$ cat config.mk
export PLATFORM = sky130hd
export DESIGN_NAME = credit_display_driver
export DESIGN_NICKNAME = d
export VERILOG_FILES = /design/src/rtl/credit_display_driver.sv
export SDC_FILE = /design/constraint.sdc
export NUM_CORES = 1
export LEC_CHECK = 0
export ABC_AREA = 1
export CAP_MARGIN = 5
export CORE_MARGIN = 3
export CORE_UTILIZATION = 60
export CTS_CLUSTER_DIAMETER = 60
export DETAILED_ROUTE_END_ITERATION = 7
export PLACE_DENSITY = 0.93
export SLEW_MARGIN = 20
export SYNTH_ARGS = -nofsm -noshare
export SYNTH_HDL_FRONTEND = slang
export SYNTH_SLANG_ARGS = --single-unit
export TNS_END_PERCENT = 100
$ cat constraint.sdc
create_clock -name clk -period 4.3 [get_ports clk]
set_clock_uncertainty 0.15 [all_clocks]
set_input_delay 0.43 -clock clk [delete_from_list [all_inputs] [get_ports clk]]
set_output_delay 0.43 -clock clk [all_outputs]
set_load 0.05 [all_outputs]
$ cat src/rtl/credit_display_driver.sv
// rtl/credit_display_driver.sv - binary credit value to scanned BCD digits for seven_segment
//
// Converts a 0..999 binary value (saturated above 999) into three BCD digits with a
// sequential double-dabble engine, then time-multiplexes the committed digits onto
// the number bus with a one-hot digit enable. Leading zeros are blanked.
//
// Ports:
//   clk       in   system clock, rising edge
//   rst_n     in   asynchronous active-low reset
//   load      in   convert request, sampled only while busy=0
//   value     in   10-bit unsigned binary value
//   busy      out  conversion in progress
//   number    out  BCD digit of the current scan slot
//   digit_en  out  one-hot slot enable (bit0 units, bit1 tens, bit2 hundreds), 0 when blanked
//   overflow  out  last committed value exceeded 999
module credit_display_driver #(
  parameter int REFRESH_DIV = 1000
) (
  input  logic       clk,
  input  logic       rst_n,
  input  logic       load,
  input  logic [9:0] value,
  output logic       busy,
  output logic [3:0] number,
  output logic [2:0] digit_en,
  output logic       overflow
);

  typedef enum logic [1:0] {
    IDLE   = 2'd0,
    SHIFT  = 2'd1,
    COMMIT = 2'd2
  } state_t;

  localparam int RW = (REFRESH_DIV > 1) ? $clog2(REFRESH_DIV) : 1;
  localparam logic [RW-1:0] RMAX = RW'(REFRESH_DIV - 1);

  state_t      state, state_d;
  logic        accept, do_shift, do_commit;

  logic [3:0]  shift_cnt;
  logic [9:0]  bin_w;
  logic [11:0] bcd_w;
  logic        ovf_pend;

  logic [11:0] bcd_adj;
  logic [11:0] bcd_next;
  logic [9:0]  bin_next;

  logic [3:0]  dig0, dig1, dig2;

  logic [RW-1:0] rcnt;
  logic [1:0]    slot;
  logic          blank1, blank2;

  // FSM state register
  always_ff @(posedge clk or negedge rst_n) begin
    if (!rst_n) begin
      state <= IDLE;
    end else begin
      state <= state_d;
    end
  end

  // FSM next-state and datapath strobes
  always_comb begin
    state_d   = state;
    accept    = 1'b0;
    do_shift  = 1'b0;
    do_commit = 1'b0;
    case (state)
      IDLE: begin
        if (load) begin
          accept  = 1'b1;
          state_d = SHIFT;
        end
      end
      SHIFT: begin
        do_shift = 1'b1;
        // shift_cnt counts completed steps; the step taken at count 9 is the tenth
        if (shift_cnt == 4'd9) begin
          state_d = COMMIT;
        end
      end
      COMMIT: begin
        do_commit = 1'b1;
        state_d   = IDLE;
      end
      default: begin
        state_d = IDLE;
      end
    endcase
  end

  assign busy = (state != IDLE);

  // One double-dabble step: add 3 to every nibble >= 5, then shift {bcd, bin} left
  always_comb begin
    bcd_adj        = bcd_w;
    if (bcd_w[3:0]  >= 4'd5) bcd_adj[3:0]  = bcd_w[3:0]  + 4'd3;
    if (bcd_w[7:4]  >= 4'd5) bcd_adj[7:4]  = bcd_w[7:4]  + 4'd3;
    if (bcd_w[11:8] >= 4'd5) bcd_adj[11:8] = bcd_w[11:8] + 4'd3;
    bcd_next = {bcd_adj[10:0], bin_w[9]};
    bin_next = {bin_w[8:0], 1'b0};
  end

  // Conversion datapath and committed display registers
  always_ff @(posedge clk or negedge rst_n) begin
    if (!rst_n) begin
      shift_cnt <= 4'd0;
      bin_w     <= 10'd0;
      bcd_w     <= 12'd0;
      ovf_pend  <= 1'b0;
      dig0      <= 4'd0;
      dig1      <= 4'd0;
      dig2      <= 4'd0;
      overflow  <= 1'b0;
    end else begin
      if (accept) begin
        bin_w     <= (value > 10'd999) ? 10'd999 : value;
        ovf_pend  <= (value > 10'd999);
        bcd_w     <= 12'd0;
        shift_cnt <= 4'd0;
      end
      if (do_shift) begin
        bcd_w     <= bcd_next;
        bin_w     <= bin_next;
        shift_cnt <= shift_cnt + 4'd1;
      end
      if (do_commit) begin
        dig0     <= bcd_w[3:0];
        dig1     <= bcd_w[7:4];
        dig2     <= bcd_w[11:8];
        overflow <= ovf_pend;
      end
    end
  end

  // Scan timing, free-running and independent of the conversion FSM
  always_ff @(posedge clk or negedge rst_n) begin
    if (!rst_n) begin
      rcnt <= '0;
      slot <= 2'd0;
    end else begin
      if (rcnt == RMAX) begin
        rcnt <= '0;
        slot <= (slot == 2'd2) ? 2'd0 : slot + 2'd1;
      end else begin
        rcnt <= rcnt + 1'b1;
      end
    end
  end

  // Tens is blanked only when the hundreds is also blank, so 105 still shows its 0
  assign blank2 = (dig2 == 4'd0);
  assign blank1 = blank2 && (dig1 == 4'd0);

  always_comb begin
    number   = 4'd0;
    digit_en = 3'b000;
    case (slot)
      2'd0: begin
        number   = dig0;
        digit_en = 3'b001;
      end
      2'd1: begin
        number   = dig1;
        digit_en = blank1 ? 3'b000 : 3'b010;
      end
      2'd2: begin
        number   = dig2;
        digit_en = blank2 ? 3'b000 : 3'b100;
      end
      default: begin
        number   = 4'd0;
        digit_en = 3'b000;
      end
    endcase
  end

endmodule

# Yosys cells after proc, flatten, opt, wreduce, memory -nomap -nowiden
# Index checks and enable logic that the tools add are counted.
# classes
add_sub_neg,6
eq_ne,8
n_lt_le_gt_ge,4
muxes,23
n_reduce_logical,8
# ops
operator,count
2-to-1 mux 10 bit,4
2-to-1 mux 12 bit,2
2-to-1 mux 4 bit,4
greater-or-equal comparator 4 x 3 -> 1 bit (second input constant),3
one-hot mux 4 bit (3 select lines),1
adder 10 x 1 -> 10 bit (second input constant),1
equality test 10 bit (second input constant),1
> comparator 10 bit (second input constant),1
one-hot mux 3 bit (3 select lines),1
adder 4 x 2 -> 4 bit (second input constant),2
logical NOT 4 bit,2
2-to-1 mux 2 bit,4
2-to-1 mux 3 bit,2
adder 4 x 1 -> 4 bit (second input constant),1
equality test 2 x 1 -> 1 bit (second input constant),2
equality test 2 bit (second input constant),2
equality test 4 bit (second input constant),1
logical NOT 2 bit,2
2-to-1 mux 1 bit,4
!= test 2 bit (second input constant),2
one-hot mux 2 bit (2 select lines),1
nonzero test 2 bit,2
adder 3 x 2 -> 3 bit (second input constant),1
adder 2 x 1 -> 2 bit (second input constant),1
other kinds (2),2
# word_totals
output_inout_bits,9
inputBits,13
elab_cells,60
reg_bits,54

# Depth between registers and ports, before layout
# Gate-level depths: netlist of run 1.
# depth
depth_word,4
depth_mapped,8
ltp_nobuf,8

# Least setup slack after synthesis of run 1
# OpenSTA, ideal clock, no wires.
# synth_timing
kind,reg2out
start,reg slot[0]
end,out number[0]
path_stages_with_launch,4
slack_ns,1.939
arrival_ns,1.781
t_required_ns,3.720
n_path_buf,0
path_cell_list,dfrtp_1 -> nor2_1 -> nand2_1 -> o211ai_1
# synth_via
elab_chain_len,2
elab_cells_between_ends,4
cone_classes,eq/ne (2); mux (1); reduce/logical (1)
# synth_rtl
element,line_no,source
"start, declared",53,logic [1:0] slot;
"start signal, assigned",147,slot <= (slot == 2'd2) ? 2'd0 : slot + 2'd1;
equality test 2 bit (tied with other cells),161,case (slot)
one-hot mux 4 bit (3 select lines) (*),161,
"end, declared",24,"output logic [3:0] number,"
# Every way passes the cells marked *; elsewhere a longest branch is shown, timed or not.

# Worst setup path after layout of run 1
# layout_timing
start,reg slot[1]
end,out number[0]
# Same word-level chain as after synthesis.

==> impl_metrics.csv, run 1 <==
group,metric,value,unit
logic_synthesis,ys_seq_area_share,49.41,%
setup_path,cp-end-kind,"primary output",
global_routing,grt_pass1_vias,2116,
logic_synthesis,yosys-top-cells-area,"dfrtp_1 (49%), nand2_1 (17%), inv_1 (5.4%), nand3_1 (4.9%), ha_1 (4.1%)",
final_layout,syn_to_final_growth,12.17,%
sta,finalHoldViolations,0,
sta,whs,0.07163,ns
power,power.share.clock,15.2,%
placed_design,place_ws,1.965,ns
route,post_drt_wl_per_cell,11.90,µm
clock_tree,htreeDepth,2,
logic_synthesis,synthTopCellsByCount,"nand2_1 (124), dfrtp_1 (54), inv_1 (39), nor2_1 (29), nand3_1 (27)",
setup_path,crit_required,3.72,ns
logic_synthesis,netlist.area_leader.share,49.41,%
logic_synthesis,yosysMostFrequentCell,"nand2_1",
clock_tree,cts_resized,0,
power,swShare,42.21,%
route,remaining_drc_errors,0,
setup_path,cpPeakStageDelay,0.84,ns
final_layout,insertedDiodeCount,0,
run_status,outcome,"finished clean",
placed_design,gp_congestion,0.9045,
logic_synthesis,avgSynthCellArea,7.792,µm²
setup_path,critical_path_class,"flop to primary output",
power,p_seq_share,42.0,%
placed_design,dp_cells,417,
die,die-area,0.005404,mm²
clock_tree,clockBufferDepth,2,
final_layout,nets,396,
final_layout,fin_area,0.003068,mm²
clock_tree,clk_pin_slew,0.09,ns
sta,tns,0,ns
final_layout,multi_input_area,0.001189,mm²
power,p_sw,0.7900,mW
sta,period_share,62.02,%
route,ant_nets,0,
global_routing,grt_max_degree,55,
sta,rsz0062_at_grt,"false",
logic_synthesis,synth-main-ff-cell,"dfrtp_1",
power,power_leakage,1.606,nW
setup_path,crit_arrival,2.09,ns
die,core,0.004202,mm²
final_layout,final_core_util,73.02,%
die,rows,23,
logic_synthesis,yosysWarnings,0,
power,finalPower,1.871,mW
clock_tree,cts_tree,"built",
sta,fmax,375.0,MHz
logic_synthesis,synth-edff-count,0,
power,power_density,610.0,mW/mm²
die,die-width,73.52,µm
logic_synthesis,synthArstFlopShare,100.0,%
setup_path,critical-path-top-delay-family,"buffers and inverters",
clock_tree,cts_inserted_buffers,5,
logic_synthesis,synth_area,0.002735,mm²
clock_tree,clock_sinks,54,
route,drtIter0Drc,154,
setup_path,crit_fanout,6,
route,vias,2297,
route,wirelength,5.057,mm
sta,relSlewSlack,45.27,%
global_routing,antenna_found_initial,0,
sta,maxSlewViolCount,0,
clock_tree,postCtsSetupRepairBufs,0,
global_routing,grt_first_pass_wirelength,9.059,mm
power,combPwrFrac,42.8,%
logic_synthesis,ys_types,27,
clock_tree,clk_latency,0.31,ns
final_layout,fin_cells,425,
die,initial_core_util,65.10,%
final_layout,nFillCells,323,
logic_synthesis,syn_nets,373,
power,ir_drop,0.4847,mV
final_layout,seqCellArea,0.001351,mm²
hold_path,min_path_type,"primary input to asynchronous set/reset pin",
sta,report.final.setup_viol,0,
placed_design,io_buffers,21,
logic_synthesis,synth_seq_cells,54,
route,drtPass1Iterations,4,
sta,tightest_slew,0.8208,ns
route,drt-vias-per-instance,5.405,
placed_design,dp_hpwl,3.652,mm
clock_tree,clockRootBuffer,"clkbuf_8",
global_routing,grt_usage,21.51,%
logic_synthesis,postSynthCellCount,351,
final_layout,drive_gt1_share,4.800,%
sta,setup_ws,1.633,ns
sta,period_minus_slack,2.667,ns
setup_path,critPathSlowestCell,"clkdlybuf4s50_1",
flow_run,cap_viol_max_count,0,
setup_path,startpoint_type,"flop",
placed_design,place_area,0.002977,mm²
die,die_y,73.52,µm
clock_tree,cts_hold_buf,0,
logic_synthesis,synth_top_area_cell,"dfrtp_1",
global_routing,grt_remaining_overflow,0,
setup_path,crit_chain,"nor2_1 > nand2_1 > o211ai_1 > clkdlybuf4s50_1",
setup_path,path_buf_inv,1,
power,p_int,1.081,mW
die,io_pins,22,
[area by class of cell]
type                       instances  share of cell area [%]
inverter                          43                   5.261
multi-input combinational        248                   38.74
sequential                        54                   44.05
tap                               50                   2.039
clock buffer                       7                   2.814
clock inverter                     1                  0.1631
timing repair buffer              22                   6.933
[cells in the final DEF (no fill, tap or decap), types with 4 or more instances in the layout]
| cell | Yosys | routed |
|---|---|---|
| a21oi_1 | 4 | 4 |
| a22oi_1 | 4 | 4 |
| clkbuf_8 | 0 | 6 |
| clkdlybuf4s50_1 | 0 | 20 |
| dfrtp_1 | 54 | 54 |
| ha_1 | 9 | 9 |
| inv_1 | 39 | 39 |
| inv_2 | 4 | 4 |
| nand2_1 | 124 | 124 |
| nand3_1 | 27 | 27 |
| nand4_1 | 12 | 12 |
| nor2_1 | 29 | 29 |
| o211ai_1 | 4 | 4 |
| o21ai_0 | 16 | 16 |
| o21ai_1 | 8 | 8 |
[path summary, 6_finish.rpt]
kind                                           start                    to  slack (ns)  cells past startpoint
worst max-delay path             slot[1]$_DFFE_PN0N_             number[0]        1.63                      4
worst min-delay path                           rst_n     rcnt[4]$_DFF_PN0_        0.07                      2
worst max register to register  state[0]$_DFFE_PN0P_  bin_w[7]$_DFFE_PN0P_        2.54                      4
worst min register to register  bcd_w[9]$_DFFE_PN0P_  bcd_w[9]$_DFFE_PN0P_        0.34                      2
max in group asynchronous                      rst_n  bcd_w[1]$_DFFE_PN0P_        3.49                      2
min in group clk                bcd_w[9]$_DFFE_PN0P_  bcd_w[9]$_DFFE_PN0P_        0.34                      2
[routing by layer]
layer	wire length (µm)	up-vias	GRT usage [%]
met2	2438	58	36.32
met1	2292	1048	27.07
li1	-	1179	-
met5	0	-	0
met3	223	12	4.925
met4	104	0	7.445
[power groups by stage]
stage          Sequential, mW  Combinational, mW  Clock (mW)
2_1_floorplan           0.765              0.639           0
3_3_place_gp            0.787              0.772           0
3_5_place_dp            0.794              0.799           0
4_1_cts                 0.785              0.807       0.292
5_1_grt                 0.809              0.932       0.312
6_report                0.786              0.800       0.285
[kinds of logic after synthesis]
| kind of cell | synth area share [%] |
|---|---|
| DFF | 49.41 |
| AOI/OAI and AO/OA | 8.098 |
| adders and majority gates | 4.117 |
| muxes | 0.4117 |
| and+or+nand+nor | 30.19 |
| xor gates and xnor gates | 0.6406 |
| buffers and inverters | 7.136 |
[sequential cells by signal, indices dropped and copies added, names as in the netlist]
signal	flops
bcd_w	12
bin_w	10
dig0	4
dig1	4
dig2	4
overflow	1
ovf_pend	1
rcnt	10
shift_cnt	4
slot	2
state	2
Power figures use the tool's default switching activity.
==> run 2: changes to the inputs <==
--- a/config.mk
+++ b/config.mk
@@ -8,10 +8,10 @@
 export ABC_AREA = 1
 export CAP_MARGIN = 5
 export CORE_MARGIN = 3
-export CORE_UTILIZATION = 60
+export CORE_UTILIZATION = 58
 export CTS_CLUSTER_DIAMETER = 60
 export DETAILED_ROUTE_END_ITERATION = 7
-export PLACE_DENSITY = 0.93
+export PLACE_DENSITY = 0.91
 export SLEW_MARGIN = 20
 export SYNTH_ARGS = -nofsm -noshare
 export SYNTH_HDL_FRONTEND = slang
==> constraint.sdc (replaced) <==
create_clock -name clk -period 2.65 [get_ports clk]
set_clock_uncertainty 0.15 [all_clocks]
set_input_delay 0.265 -clock clk [delete_from_list [all_inputs] [get_ports clk]]
set_output_delay 0.265 -clock clk [all_outputs]
set_load 0.05 [all_outputs]
==> run 2 against run 1 <==
  * Die area up 3.2%
  * Sequential power is 62% higher
  * Clock power grew 89%
  * Via count increased by 1.9%
  * First-iteration DRC count down 21%
  * Combinational power is 65% higher
  * Critical path depth is the same
  * Clock-buffer cell count decreased by 1
  * Critical path type unchanged
==> impl_metrics.csv, run 2 (synthesis gave the netlist of run 1 again) <==
group,metric,value,unit
run_status,outcome,"finished clean",
clock_tree,cts_resized,0,
global_routing,grt_max_degree,30,
route,dr_wl_met2,2.620,mm
route,ant_nets,0,
sta,relSlewSlack,60.69,%
final_layout,final_cell_mix,"nand2_1 (124), dfrtp_1 (54), inv_1 (39)",
setup_path,crit_arrival,2.12,ns
global_routing,grt_pass1_vias,2281,
die,rows,24,
setup_path,crit_required,2.24,ns
sta,finalHoldViolations,0,
setup_path,reg2reg_to,"slot[0]$_DFFE_PN0N_",
clock_tree,clockRootBuffer,"clkbuf_8",
sta,setup_ws,0.1146,ns
route,wirelength,5.309,mm
sta,tightest_slew,0.5897,ns
route,drt-vias-per-instance,5.457,
power,power_leakage,1.624,nW
hold_path,min_path_type,"primary input to asynchronous set/reset pin",
power,ir_drop,0.6558,mV
clock_tree,cts_inserted_buffers,5,
sta,period_minus_slack,2.535,ns
route,vias,2341,
placed_design,gp_congestion,0.8987,
sta,rsz0062_at_grt,"false",
power,power_density,1006,mW/mm²
clock_tree,cts_tree,"built",
power,finalPower,3.138,mW
sta,whs,0.3332,ns
clock_tree,clockBufferDepth,2,
route,wl_met1,2.386,mm
final_layout,regMostFlops,"bcd_w",
placed_design,io_buffers,21,
final_layout,drive_gt1_share,5.040,%
global_routing,grt_usage,21.86,%
die,die-area,0.005576,mm²
clock_tree,clk_pin_slew,0.09,ns
die,initial_core_util,61.54,%
final_layout,final_core_util,70.19,%
clock_tree,clock_sinks,54,
placed_design,place_ws,0.4745,ns
clock_tree,htreeDepth,2,
sta,maxSlewViolCount,0,
setup_path,crit_fanout,6,
final_layout,insertedDiodeCount,0,
global_routing,grt_remaining_overflow,0,
final_layout,syn_to_final_growth,14.04,%
route,post_drt_wl_per_cell,12.38,µm
setup_path,startpoint_type,"flop",
route,highest_layer,"met4",
die,die_y,74.67,µm
final_layout,nets,398,
route,drtPass1Iterations,4,
placed_design,dp_hpwl,3.860,mm
die,core,0.004444,mm²
sta,period_share,95.68,%
flow_run,cap_viol_max_count,0,
route,dr_wl_met3,187,µm
global_routing,antenna_found_initial,0,
final_layout,largest_reg_flops,12,
sta,tns,0,ns
final_layout,final_common_cell,"nand2_1",
clock_tree,clk_latency,0.31,ns
die,io_pins,22,
sta,fmax,394.4,MHz
setup_path,r2r-start,"rcnt[0]$_DFF_PN0_",
setup_path,critical_path_class,"flop to primary output",
global_routing,grt_first_pass_wirelength,9.446,mm
route,drtIter0Drc,121,
setup_path,r2r_slack,1.04,ns
die,die-width,74.67,µm
sta,report.final.setup_viol,0,
setup_path,critPathLaunch,"slot[0]$_DFFE_PN0N_",
final_layout,reg_top3,"bcd_w (12), bin_w (10), rcnt (10)",
route,remaining_drc_errors,0,
setup_path,cp-end-kind,"primary output",
setup_path,r2r_cells,6,
run 2: cell count changes in the layout (fill, tap and decap cells not counted):
cell	before	now
buf_12	0	1
bufinv_16	0	1
clkbuf_8	6	5
clkinv_2	1	0
clkinvlp_4	0	1
dlygate4sd3_1	0	1
run 2: how the worst max path moves through the flow:
stage               slack, ns  depth (start not counted)   endpoint
finish                   0.11                          4  number[1]
global route            0.003                          4  number[2]
CTS                      0.13                          4  number[1]
detailed placement       0.47                          4  number[1]
global placement         0.59                          4  number[1]
floorplan                0.45                          3  number[0]
run 2: final cells by class:
cell class	instances	area (µm²)
Fill cell	353	1325
Clock inverter	2	37.54
Timing Repair Buffer	24	242.7
Tap cell	52	65.06
Inverter	43	161.4
Multi-Input combinational cell	248	1189
Clock buffer	6	72.57
Sequential cell	54	1351
run 2: critical path, cell delays in order, from the launching register on:
cell and delay [ns]:
dfrtp_1 0.42, nor2_1 0.32, nand2_1 0.12, o211ai_1 0.12
clkdlybuf4s50_1 0.83
run 2: metal layers:
metal  GRT usage [%]  vias up
li1                -     1182
met1           25.99     1099
met2           38.54       49
met3           4.673       11
met4           8.893        0
met5               0        -
run 2: report_power, final:
group	total [mW]	internal (mW)	leakage (nW)	switching, mW
sequential	1.27	1.09	0.694	0.188
clock	0.540	0.282	0.0514	0.258
combinational	1.32	0.468	0.878	0.857
run 2: what timing repair did:
action,CTS,global route
hold buffers,1,0
hold endpoints to repair,25,0
setup buffers,0,0
run 2: per-stage QoR:
stage,std cells,area [µm²]
2_1_floorplan,351,2735
3_3_place_gp,420,2999
3_5_place_dp,420,2999
4_1_cts,429,3119
5_1_grt,429,3119
6_report,429,3119
